===== src/rtl/lenet_pkg.sv =====
`default_nettype none
// +-----------------------------------------------------------------------------
// | lenet_pkg : shared constants and helpers for the lenet DRAM subsystem
// | Rev 1.0   : initial release
// +-----------------------------------------------------------------------------
package lenet_pkg;

    localparam int LENET_DATA_WIDTH = 32;
    localparam int LENET_ADDR_WIDTH = 18;

    localparam int REQ_CONV = 0;
    localparam int REQ_RELU = 1;
    localparam int REQ_POOL = 2;

    function automatic int clog2(input int value);
        int r;
        int v;
        r = 0;
        v = value - 1;
        while (v > 0) begin
            r++;
            v = v >> 1;
        end
        return r;
    endfunction

endpackage
`default_nettype wire


===== src/rtl/rr_arbiter.sv =====
`default_nettype none
// +-----------------------------------------------------------------------------
// | rr_arbiter : combinational round-robin picker, search starts at ptr
// | Rev 1.0    : initial release
// +-----------------------------------------------------------------------------
module rr_arbiter
    import lenet_pkg::*;
#(
    parameter int N = 3,
    localparam int PW = (N > 1) ? clog2(N) : 1
) (
    input  logic [N-1:0]  req,
    input  logic [PW-1:0] ptr,
    output logic [N-1:0]  gnt,
    output logic [PW-1:0] winner
);

    int   w_idx;
    logic w_found;

    always_comb begin
        gnt     = '0;
        winner  = '0;
        w_found = 1'b0;
        w_idx   = 0;
        for (int k = 0; k < N; k++) begin
            w_idx = int'(ptr) + k;
            if (w_idx >= N) begin
                w_idx = w_idx - N;
            end
            if (!w_found && req[w_idx]) begin
                w_found    = 1'b1;
                gnt[w_idx] = 1'b1;
                winner     = PW'(w_idx);
            end
        end
    end

endmodule
`default_nettype wire


===== src/rtl/dram_arbiter.sv =====
`default_nettype none
// +-----------------------------------------------------------------------------
// | dram_arbiter : shares one DRAM read/write port among lenet layer engines
// | Rev 1.0      : initial release
// +-----------------------------------------------------------------------------
module dram_arbiter
    import lenet_pkg::*;
#(
    parameter int NUM_REQ         = 3,
    parameter int DATA_WIDTH      = LENET_DATA_WIDTH,
    parameter int ADDR_WIDTH      = LENET_ADDR_WIDTH,
    parameter int MAX_OUTSTANDING = 4
) (
    input  logic                          clk,
    input  logic                          srstn,
    input  logic [NUM_REQ-1:0]            req_rd,
    input  logic [NUM_REQ*ADDR_WIDTH-1:0] req_addr_rd,
    output logic [NUM_REQ-1:0]            gnt_rd,
    output logic [NUM_REQ-1:0]            rsp_valid,
    output logic [DATA_WIDTH-1:0]         rsp_data,
    input  logic [NUM_REQ-1:0]            req_wr,
    input  logic [NUM_REQ*ADDR_WIDTH-1:0] req_addr_wr,
    input  logic [NUM_REQ*DATA_WIDTH-1:0] req_data_wr,
    output logic [NUM_REQ-1:0]            gnt_wr,
    output logic                          dram_en_rd,
    output logic [ADDR_WIDTH-1:0]         dram_addr_rd,
    input  logic                          dram_valid,
    input  logic [DATA_WIDTH-1:0]         dram_data_rd,
    output logic                          dram_en_wr,
    output logic [ADDR_WIDTH-1:0]         dram_addr_wr,
    output logic [DATA_WIDTH-1:0]         dram_data_wr,
    output logic [clog2(MAX_OUTSTANDING):0] outstanding,
    output logic                          err_unexpected
);

    localparam int c_PW = (NUM_REQ > 1) ? clog2(NUM_REQ) : 1;
    localparam int c_CW = clog2(MAX_OUTSTANDING) + 1;
    localparam int c_FW = (MAX_OUTSTANDING > 1) ? clog2(MAX_OUTSTANDING) : 1;

    logic [c_PW-1:0]       r_rd_ptr, r_wr_ptr;
    logic [c_PW-1:0]       w_rd_winner, w_wr_winner;
    logic [NUM_REQ-1:0]    w_rd_req;
    logic                  w_rd_stall, w_push, w_pop, w_wr_xfer;
    logic [ADDR_WIDTH-1:0] w_rd_addr, w_wr_addr;
    logic [DATA_WIDTH-1:0] w_wr_data;
    logic [NUM_REQ-1:0]    w_head_onehot;

    logic [c_CW-1:0]       r_outstanding;
    logic [c_FW-1:0]       r_fifo_wr, r_fifo_rd;
    logic [c_PW-1:0]       r_id_mem [MAX_OUTSTANDING];

    // No bypass: a full FIFO blocks grants even when a pop coincides.
    assign w_rd_stall = (r_outstanding == c_CW'(MAX_OUTSTANDING));
    assign w_rd_req   = w_rd_stall ? '0 : req_rd;
    assign w_push     = |gnt_rd;
    assign w_pop      = dram_valid && (r_outstanding != '0);
    assign w_wr_xfer  = |gnt_wr;

    rr_arbiter #(.N(NUM_REQ)) u_rd_arb (
        .req    (w_rd_req),
        .ptr    (r_rd_ptr),
        .gnt    (gnt_rd),
        .winner (w_rd_winner)
    );

    rr_arbiter #(.N(NUM_REQ)) u_wr_arb (
        .req    (req_wr),
        .ptr    (r_wr_ptr),
        .gnt    (gnt_wr),
        .winner (w_wr_winner)
    );

    always_comb begin
        w_rd_addr     = '0;
        w_wr_addr     = '0;
        w_wr_data     = '0;
        w_head_onehot = '0;
        for (int i = 0; i < NUM_REQ; i++) begin
            if (gnt_rd[i]) w_rd_addr = w_rd_addr | req_addr_rd[i*ADDR_WIDTH +: ADDR_WIDTH];
            if (gnt_wr[i]) begin
                w_wr_addr = w_wr_addr | req_addr_wr[i*ADDR_WIDTH +: ADDR_WIDTH];
                w_wr_data = w_wr_data | req_data_wr[i*DATA_WIDTH +: DATA_WIDTH];
            end
            w_head_onehot[i] = (r_id_mem[r_fifo_rd] == c_PW'(i));
        end
    end

    always_ff @(posedge clk) begin
        if (w_push) r_id_mem[r_fifo_wr] <= w_rd_winner;
    end

    always_ff @(posedge clk or negedge srstn) begin
        if (!srstn) begin
            r_rd_ptr       <= '0;
            r_wr_ptr       <= '0;
            r_outstanding  <= '0;
            r_fifo_wr      <= '0;
            r_fifo_rd      <= '0;
            dram_en_rd     <= 1'b0;
            dram_addr_rd   <= '0;
            dram_en_wr     <= 1'b0;
            dram_addr_wr   <= '0;
            dram_data_wr   <= '0;
            rsp_valid      <= '0;
            rsp_data       <= '0;
            err_unexpected <= 1'b0;
        end else begin
            dram_en_rd <= w_push;
            dram_en_wr <= w_wr_xfer;
            rsp_valid  <= w_pop ? w_head_onehot : '0;
            if (w_push) begin
                r_rd_ptr     <= (w_rd_winner == c_PW'(NUM_REQ - 1)) ? '0 : w_rd_winner + 1'b1;
                dram_addr_rd <= w_rd_addr;
                r_fifo_wr    <= r_fifo_wr + 1'b1;
            end
            if (w_wr_xfer) begin
                r_wr_ptr     <= (w_wr_winner == c_PW'(NUM_REQ - 1)) ? '0 : w_wr_winner + 1'b1;
                dram_addr_wr <= w_wr_addr;
                dram_data_wr <= w_wr_data;
            end
            if (w_pop) begin
                rsp_data  <= dram_data_rd;
                r_fifo_rd <= r_fifo_rd + 1'b1;
            end
            if (dram_valid && !w_pop) begin
                err_unexpected <= 1'b1;
            end
            case ({w_push, w_pop})
                2'b10:   r_outstanding <= r_outstanding + 1'b1;
                2'b01:   r_outstanding <= r_outstanding - 1'b1;
                default: r_outstanding <= r_outstanding;
            endcase
        end
    end

    assign outstanding = r_outstanding;

endmodule
`default_nettype wire


===== config.mk =====
export PLATFORM = sky130hd
export DESIGN_NAME = dram_arbiter
export DESIGN_NICKNAME = d
export VERILOG_FILES = /design/src/rtl/lenet_pkg.sv /design/src/rtl/rr_arbiter.sv /design/src/rtl/dram_arbiter.sv
export SDC_FILE = /design/constraint.sdc
export NUM_CORES = 1
export LEC_CHECK = 0
export ABC_CLOCK_PERIOD_IN_PS = 3800
export BUFFER_PORTS_ARGS = -buffer_cell sky130_fd_sc_hd__buf_4
export CAP_MARGIN = 0
export CORE_MARGIN = 8
export CORE_UTILIZATION = 40
export DETAILED_ROUTE_END_ITERATION = 7
export GPL_ROUTABILITY_DRIVEN = 0
export PLACE_DENSITY_LB_ADDON = 0.05
export SETUP_SLACK_MARGIN = 0.05
export SYNTH_ARGS = -nofsm -noshare
export SYNTH_HDL_FRONTEND = slang
export SYNTH_HIERARCHICAL = 1
export SYNTH_SLANG_ARGS = --single-unit

===== constraint.sdc =====
create_clock -name clk -period 3.8 [get_ports clk]
set_input_delay 0.19 -clock clk [delete_from_list [all_inputs] [get_ports clk]]
set_output_delay 0.19 -clock clk [all_outputs]
set_load 0.01 [all_outputs]

==> results.md <==
- Status: finished clean
- Critical Path RT: 4.13 ns
- Mapped cell area: 6061 um^2
- Highest routed metal layer: met4
- Max Slew Vio Count: 0
- Number of flops mapped to enable cells by yosys: 8
- Vias in the first global route: 6479
- Register area share after synthesis: 52.27%
- Syn nets: 810
- Crit Path Max Fanout: 8
- Hold Vio Cnt, Final: 0
- First-pass GRT wire length: 35250 um
- Worst Hold Class: in -> reg
- Detailed placement HPWL: 17400 um
- Residual DRC: 0
- Max Fclk: 0.3014 GHz
- CP peak stage delay: 0.43 ns
- Synth area leader: dfrtp_1
- Synth Warn #: 6
- Slew margin rel.: 42.62%
- WL per Instance: 20.21 um
- Post-synthesis cell type count: 50
- Synth area leaders: dfrtp_1 48%, a222oi_1 11%, mux2_2 6.1%, a21oi_1 6.0%, nor2_1 4.6%
- Cell Int Power: 0.005632 W
- Post-Synthesis Cells: 551
- Crit Path Class: reg -> reg
- Vias: 6102
- Max-cap violations: 0
- Row cnt: 45
- Wire length on met1: 8238 um
- Switching share of power: 42.51%
- Async SR Flop Fraction: 93.60%
- Logic pwr share: 58.7%
- Register bit total from synthesis: 125
- CTS tree: built
- Total CTS buffers: 17
- Final setup fails: 0
- Routed Antenna Nets: 0
- RSZ-0062 raised after global routing: no
- Die Footprint: 19350 um^2
- Met2 routed WL: 11810 um
- Commonest cells in the netlist: 117 x dfrtp_1, 75 x nor2_1, 73 x a21oi_1
- Slowest CP cell: nor2b_1
- CP top delay family: simple AND/OR/NAND/NOR gates
- Worst-path cell chain: inv_1 -> and3_1 -> nor2b_1 -> or3b_1 -> nor2_1 -> o21ai_0 -> a21oi_2 -> nor3_4 -> ha_1 -> inv_1 -> fa_1 -> xor2_1 -> nor2_1 -> xor2_1
- Port-buffer cells: 359
- Total congestion overflow: 0
- Met3 WL: 1865 um
- Setup TNS: 0 ns
- Worst Setup Start Kind: flop
- Min Tclk post-route: 3.318 ns
- Fin crit share: 87.32%
- Worst clock skew: 0.005286 ns
- Seq pwr share: 25.1%
- Largest net degree at the start of global routing: 77
- Clk pwr share: 16.2%
- Worst IR Drop VDD: 0.0007354 V
- Cell with the most instances after synthesis: dfrtp_1
- DRT iter0 DRCs: 665
- Post-CTS sizing: 0
- Core area: 14980 um^2
- Power, Total: 0.009796 W
- TritonRoute pass-1 iters: 7
- GRT Util Overall: 22.94%
- Post-synth top flop: dfrtp_1
- Worst EP arrival: 3.64 ns
- Area grow syn2layout: 59.35%
- Clk root buf: clkbuf_16
- Lkg Pwr: 4.557 nW
- Slew at the pin closest to its max-slew limit: 0.8607 ns
- Initial antenna violation count: 0
- Wirelength, routed: 22520 um
- Layout net count: 1172
- Htree depth: 4
- Clock Latency Late Sink: 0.41 ns
- Yosys top cell area share: 48.31%
- Layout cells sized above 1: 47.84%
- Crit path buf inv count: 2
- Power density of the placed cells: 1014 nW/um^2
- Die height: 139.1 um
- P_sw: 0.004165 W
- Clock sinks: 125
- Worst-path clk slew: 0.05 ns
- Crit. End Element: flop
- Mean Syn Cell Area: 11.00 um^2
- Initial Util: 40.47%
- Max clock buf depth: 2
- Die X: 139.1 um
- DR vias/cell: 5.478
- IO Pins: 360
- Diodes inserted: 0
[power groups by stage]
stage | combinational [W] | sequential (W) | clock, W
2_1_floorplan | 0.00361 | 0.00268 | 0
3_3_place_gp | 0.00557 | 0.00244 | 0
3_5_place_dp | 0.00576 | 0.00247 | 0
4_1_cts | 0.00579 | 0.00246 | 0.00163
5_1_grt | 0.00636 | 0.00254 | 0.00169
6_report | 0.00575 | 0.00246 | 0.00159
[final cells by class]
class | count | area [um^2]
Tap cell | 188 | 235.2
Fill cell | 1178 | 5319
Multi-Input combinational cell | 360 | 2599
Inverter | 18 | 67.56
Clock inverter | 12 | 146.4
Timing Repair Buffer | 391 | 3005
Sequential cell | 125 | 3168
Clock buffer | 20 | 436.7
[logic make-up after synthesis]
kind of cell             after synthesis  share of synthesized area, %
buffers and inverters                 66                         5.492
multiplexers                          42                         8.092
AO/OA/AOI/OAI                        180                         21.47
flip-flops                           125                         52.27
XOR/XNOR                               6                        0.8672
AND/OR/NAND/NOR                      118                         8.795
adder cells (fa/ha/maj)               14                         3.014
[cells in the final DEF, fill, tap and decap left out, drive strengths merged, types with 4 or more instances in the layout]
cell type / n
nand2: 13
edfxtp: 8
nor2b: 5
clkinv: 7
dfrtp: 117
a21oi: 74
clkbuf: 20
nor3: 5
dlygate4sd3: 23
mux2: 33
and2: 4
ha: 13
inv: 18
nand3b: 4
a222oi: 68
o21ai: 18
nor2: 75
buf: 368
mux2i: 7
[registers in the layout, summed over array words and instances, names as in the netlist]
signal,cells
dram_data_wr,32
rsp_data,32
dram_addr_rd,18
dram_addr_wr,18
r_id_mem,8
outstanding,3
rsp_valid,3
r_fifo_rd,2
r_fifo_wr,2
r_rd_ptr,2
r_wr_ptr,2
dram_en_rd,1
dram_en_wr,1
err_unexpected,1
[timing repair]
item                                   in CTS  in global routing
hold buffers                               21                  2
setup buffers                               0                  0
endpoints found under the hold margin      85                  2
[per-layer routing]
metal  vias up  GRT usage [%]
met5         -              0
met4         0          8.839
met3        39          7.504
met2       331          41.31
met1      2909          24.46
li1       2823              -
[metrics by stage]
step / setup WS, ns / instance area [um^2] / cells / utilization, % / hold slack, ns
final: 0.4818 / 9658 / 1114 / 64.49 / 0.02076
after global routing: 0.1786 / 9658 / 1114 / 64.49 / 0.005698
after global placement: 0.6972 / 8845 / 1059 / 59.06 / 0.3491
after detailed placement: 0.5503 / 8845 / 1059 / 59.06 / 0.3632
after floorplan: 0.6196 / 6061 / 551 / - / -0.1056
after CTS: 0.5357 / 9638 / 1112 / 64.35 / 0.00004499
[final timing paths]
check / from / to / slack (ns) / depth (start not counted)
setup / recovery: outstanding[0] / outstanding[2] / 0.48 / 14
hold / removal: dram_data_rd[8] / rsp_data[8] / 0.02 / 2
setup reg to reg: outstanding[0] / outstanding[2] / 0.48 / 14
hold reg to reg: err_unexpected / err_unexpected / 0.47 / 1
max in group asynchronous: srstn / dram_addr_wr[13] / 2.43 / 3
min in group asynchronous: srstn / rsp_data[30] / 0.44 / 2
[worst reg2reg max path, stage by stage (launching register included)]
cell     delay (ns)
dfrtp_1        0.40
inv_1          0.09
and3_1         0.20
nor2b_1        0.43
or3b_1         0.22
nor2_1         0.04
o21ai_0        0.31
a21oi_2        0.14
nor3_4         0.31
ha_1           0.24
inv_1          0.06
fa_1           0.37
xor2_1         0.15
nor2_1         0.11
xor2_1         0.16
(Power assumes the default switching activity.)
